[src/rtl/uart_program_loader.sv]
// ============================================================================
// Module   : uart_program_loader
// Purpose  : 8N1 UART receiver that writes received bytes to sequential memory
//            addresses while enable is high. Optional feature: LOADER_CHECKSUM_EN
//            adds checksum_out, the mod-256 sum of the written bytes.
// Revision : 1.0 - initial release
// ============================================================================
`default_nettype none

module uart_program_loader #(
   parameter int CLKS_PER_BIT = 434
) (
   input  logic       clock,
   input  logic       reset,
   input  logic       rx,
   input  logic       enable,
   output logic [7:0] address_out,
   output logic [7:0] data_out,
   output logic       wr_en_out,
   output logic       busy,
   output logic       frame_err,
   output logic [8:0] byte_count
`ifdef LOADER_CHECKSUM_EN
   ,
   output logic [7:0] checksum_out
`endif
);

   localparam logic [15:0] HALF_LAST = 16'(CLKS_PER_BIT / 2 - 1);
   localparam logic [15:0] BIT_LAST  = 16'(CLKS_PER_BIT - 1);

   typedef enum logic [1:0] {
      RX_IDLE  = 2'd0,
      RX_START = 2'd1,
      RX_DATA  = 2'd2,
      RX_STOP  = 2'd3
   } rx_state_t;

   rx_state_t   state;
   logic        rx_meta;
   logic        rx_sync;
   logic        rx_prev;
   logic        en_prev;
   logic [15:0] cnt;
   logic [2:0]  bit_idx;
   logic [7:0]  shift;
   logic        frame_ok;
   logic [7:0]  wr_addr;
   logic        rx_fall;
   logic        en_rise;

   assign rx_fall = rx_prev & ~rx_sync;
   assign en_rise = enable & ~en_prev;

   always_ff @(posedge clock or posedge reset) begin
      if (reset) begin
         state       <= RX_IDLE;
         rx_meta     <= 1'b1;
         rx_sync     <= 1'b1;
         rx_prev     <= 1'b1;
         en_prev     <= 1'b0;
         cnt         <= '0;
         bit_idx     <= '0;
         shift       <= '0;
         frame_ok    <= 1'b0;
         wr_addr     <= '0;
         address_out <= '0;
         data_out    <= '0;
         wr_en_out   <= 1'b0;
         busy        <= 1'b0;
         frame_err   <= 1'b0;
         byte_count  <= '0;
      end else begin
         rx_meta   <= rx;
         rx_sync   <= rx_meta;
         rx_prev   <= rx_sync;
         en_prev   <= enable;
         wr_en_out <= 1'b0;
         // Any moment of enable low during a frame forfeits its write.
         frame_ok  <= frame_ok & enable;

         if (wr_en_out) begin
            wr_addr <= wr_addr + 8'd1;
            if (byte_count != 9'd256)
               byte_count <= byte_count + 9'd1;
         end

         case (state)
            RX_IDLE: begin
               if (rx_fall) begin
                  state    <= RX_START;
                  busy     <= 1'b1;
                  cnt      <= '0;
                  frame_ok <= enable;
               end
            end
            RX_START: begin
               if (cnt == HALF_LAST) begin
                  cnt     <= '0;
                  bit_idx <= '0;
                  if (rx_sync) begin
                     state <= RX_IDLE;
                     busy  <= 1'b0;
                  end else begin
                     state <= RX_DATA;
                  end
               end else begin
                  cnt <= cnt + 16'd1;
               end
            end
            RX_DATA: begin
               if (cnt == BIT_LAST) begin
                  cnt     <= '0;
                  shift   <= {rx_sync, shift[7:1]};
                  bit_idx <= bit_idx + 3'd1;
                  if (bit_idx == 3'd7)
                     state <= RX_STOP;
               end else begin
                  cnt <= cnt + 16'd1;
               end
            end
            RX_STOP: begin
               if (cnt == BIT_LAST) begin
                  cnt <= '0;
                  if (rx_sync) begin
                     if (frame_ok && enable) begin
                        wr_en_out   <= 1'b1;
                        data_out    <= shift;
                        address_out <= wr_addr;
                     end
                  end else begin
                     frame_err <= 1'b1;
                  end
                  // A start edge coinciding with the exit goes straight back in.
                  if (rx_fall) begin
                     state    <= RX_START;
                     frame_ok <= enable;
                  end else begin
                     state <= RX_IDLE;
                     busy  <= 1'b0;
                  end
               end else begin
                  cnt <= cnt + 16'd1;
               end
            end
            default: begin
               state <= RX_IDLE;
               busy  <= 1'b0;
            end
         endcase

         if (en_rise) begin
            wr_addr    <= '0;
            byte_count <= '0;
            frame_err  <= 1'b0;
         end
      end
   end

`ifdef LOADER_CHECKSUM_EN
   always_ff @(posedge clock or posedge reset) begin
      if (reset)
         checksum_out <= '0;
      else if (en_rise)
         checksum_out <= '0;
      else if (wr_en_out)
         checksum_out <= checksum_out + data_out;
   end
`endif

endmodule

`default_nettype wire

[config.mk]
export PLATFORM = sky130hd
export DESIGN_NAME = uart_program_loader
export DESIGN_NICKNAME = d
export VERILOG_FILES = /design/src/rtl/uart_program_loader.sv
export SDC_FILE = /design/constraint.sdc
export NUM_CORES = 1
export LEC_CHECK = 0
export ABC_AREA = 0
export CORE_UTILIZATION = 45
export DETAILED_ROUTE_END_ITERATION = 16
export GPL_TIMING_DRIVEN = 0
export SLEW_MARGIN = 20
export SYNTH_ARGS = -nofsm -noshare
export SYNTH_HDL_FRONTEND = slang
export SYNTH_SLANG_ARGS = --single-unit
export TNS_END_PERCENT = 5
[constraint.sdc]
create_clock -name clock -period 5.69 [get_ports clock]
set_input_delay 1.138 -clock clock [delete_from_list [all_inputs] [get_ports clock]]
set_output_delay 1.138 -clock clock [all_outputs]
set_load 0.005 [all_outputs]
==> run metrics <==
clock root buffer=clkbuf_8; CP Capture Type=register; Max Fanout on Critical Path=10; worst slew margin relative to its limit=41.98%; die height=89.78 um; Post-CTS Setup Bufs=0; clock skew=0.01087 ns; post-synth top area share=48.36%; Psw=394.2 uW; Combinational Power Share=between 20% and 30%; synthesized area=3467 um2; area leader, netlist=dfrtp_1; H-tree depth=3; die extent in x=around 90 um; Pleak=0.001805 uW; Sink Count=70; WS Path Type=reg -> reg; Async S/R FF share, synth=100.0%; initial antenna violation count=0; status=completed; total CTS buffers=9; Compound-Gate Fraction of Synth Area=11.55%; Slew Viols, Final=0; I/O pin count=32; worst skew pair latency=0.34 ns; initial core utilization=47.29%; synth cell count leaders=dfrtp_1 (67), nand2_1 (31), o21ai_0 (25); total grt overflow=0; TritonRoute pass-1 iters=4; maximum VDD drop=0.2033 mV; Post-Synth Adder-Cell Area=4.691%; Final #Nets=381; PwrDens=295.4 nW/um2; Worst path max stage delay=between 0.8 and 0.9 ns; FILL cells=632; hold slack=0.3581 ns; min cycle time layout=2.900 ns; Worst EP required=5.90 ns; DP Area=between 3000 and 4000 um2; Bufs and invs on worst path=1; largest net degree at the start of global routing=55; first-pass GRT wire length=12.07 mm; std cell rows=31; WP data arrival=between 3 and 4 ns; final setup violation count=0; crit path max-delay cell type=o41ai_2; via count=between 2000 and 3000; Max Cap Viol=0; dpl hpwl=4.722 mm; Worst setup SP type=register; Post-synth top flop=dfrtp_1; HP Class=reg -> reg; Initial DRC Count=76; Storage cell area=1755 um2; share of post-route cells with drive strength above 1=15.18%; Multi-input gate area=1584 um2; maximum clock rate=344.8 MHz; final wirelength=between 6 and 7 mm; DRC Markers=0; Die ar.=8060 um2; final setup TNS=0 ns; Resized Gates After CTS=0; Design Power=1220 uW; most numerous cell in the Yosys netlist=dfrtp_1; Syn Area/Cell=~11 um2; final hold violation count=0; detailed-route vias per instance=5.378; CTS clk-pin slew, worst paths=roughly 0.080 ns; critical-path cell list=or4_4 > o41ai_2 > a21oi_2 > clkbuf_1 > a21oi_1 > a31oi_1; post-layout util=56.34%; largest family of logic cells by synthesized area=simple AND/OR/NAND/NOR gates; Layout area overhead=19.13%; CTS tree=built; vias in the first global route=2396; CORE AREA=7331 um2; post-DR wirelength/cell=14.67 um; Simple-Gate Fraction of Synth Area=15.95%; top cell family by delay on the critical path=compound AO/OA/AOI/OAI gates; I/O Buffers=31; register share of total power=44.4%; Tightest Pin Transition=0.8609 ns; final RePlAce weighted congestion=0.8475; hold_buf cts=0; Final ANT Viol Nets=0; Post-synth EDFFs=0; RSZ-0062 raised after global routing=false; mux cell area share after synthesis=9.455%; synthesized instance count=321; leading post-synthesis cells by cell area=dfrtp_1 (48%), ha_1 (4.7%), mux2_2 (4.5%), mux2_4 (4.3%), o21ai_0 (3.6%); Synth Area in XOR/XNOR=4.042%; cell area after layout=4130 um2; Tcrit/Tclk final=50.97%; diodes inserted=0; Total GRT Usage=18.77%; syn nets=338; register area share after synthesis=50.63%; Yosys reg bits=70; Sw Share=32.30%; cell internal pwr=826.1 uW; Clk network pwr share=33.4%; clock tree buffer depth=2; post-synthesis cell type count=47; YS warnings=0
[worst register-to-register path, cell delays in order, from the launching register on]
cell      delay, ns
dfrtp_1        0.47
or4_4          0.61
o41ai_2        0.82
a21oi_2        0.29
clkbuf_1       0.32
a21oi_1        0.21
a31oi_1        0.06
[placed cells by master, fill, tap and decap left out, drive strengths merged, types with 4 or more instances in the layout]
cell | netlist | routed
a21oi | 11 | 11
a31oi | 7 | 7
and3 | 4 | 4
buf | 4 | 5
clkbuf | 9 | 20
clkdlybuf4s50 | 0 | 31
dfrtp | 67 | 67
ha | 13 | 13
inv | 14 | 15
mux2 | 24 | 24
nand2 | 31 | 31
nand2b | 5 | 5
nand3 | 13 | 13
nand4 | 8 | 8
nor2 | 22 | 22
nor4 | 4 | 4
o21ai | 25 | 25
o41ai | 4 | 4
or3 | 4 | 4
xnor2 | 6 | 6
xor2 | 10 | 10
[metal layers]
| metal | routed length, um | track usage (%) | up-vias |
|---|---|---|---|
| met3 | 226 | 3.892 | 10 |
| met1 | 3433 | 27.47 | 1226 |
| li1 | - | - | 1232 |
| met5 | 0 | 0 | - |
| met2 | 3115 | 27.76 | 49 |
| met4 | 88 | 6.148 | 0 |
[layout make-up]
type	count	area share, %
Clock inverter	5	1.394
Buffer	13	1.818
Sequential cell	70	42.50
Tap cell	99	2.999
Timing Repair Buffer	32	8.179
Clock buffer	11	3.423
Multi-Input combinational cell	224	38.35
Inverter	14	1.333
[through the flow]
stage,worst slack [ns],std cells
final,2.790,468
after global routing,2.625,468
after CTS,2.797,468
after detailed placement,2.621,452
after global placement,1.590,451
after floorplan,2.789,321
[path summary, 6_finish.rpt]
check                                    from                 end  slack (ns)  cells after the start
min                         rx_meta$_DFF_PP1_   rx_sync$_DFF_PP1_        0.36                      0
min reg2reg                 rx_meta$_DFF_PP1_   rx_sync$_DFF_PP1_        0.36                      0
max                        cnt[2]$_DFFE_PP0N_  cnt[2]$_DFFE_PP0N_        2.79                      6
min in group asynchronous               reset  cnt[3]$_DFFE_PP0N_        1.08                      2
max in group asynchronous               reset   rx_prev$_DFF_PP1_        4.02                      3
max reg2reg                cnt[2]$_DFFE_PP0N_  cnt[2]$_DFFE_PP0N_        2.79                      6
[kinds of logic (layout without fill, tap and decap cells)]
logic type | Yosys count | after routing
fa+ha+maj | 13 | 13
xor+xnor | 16 | 16
compound gates | 63 | 63
mux | 26 | 26
simple gates | 106 | 106
flops | 70 | 70
buf+inv | 27 | 75
[flip-flops by register name, indices dropped and copies added (netlist names), named ones only]
| name | count |
|---|---|
| rx_sync | 1 |
| byte_count | 9 |
| cnt | 16 |
| state | 1 |
| wr_en_out | 1 |
| rx_meta | 1 |
| en_prev | 1 |
| frame_err | 1 |
| wr_addr | 8 |
| rx_prev | 1 |
| bit_idx | 3 |
| frame_ok | 1 |
| data_out | 8 |
| shift | 8 |
| address_out | 8 |
| busy | 1 |
[power groups by stage]
| stage | Sequential, uW | Clock [uW] | Combinational [uW] |
|---|---|---|---|
| after floorplan | 546 | 0 | 194 |
| after global placement | 551 | 0 | 264 |
| after detailed placement | 551 | 0 | 269 |
| after CTS | 541 | 419 | 271 |
| after global routing | 546 | 448 | 305 |
| final | 542 | 407 | 271 |
Power figures use the tool's default switching activity.
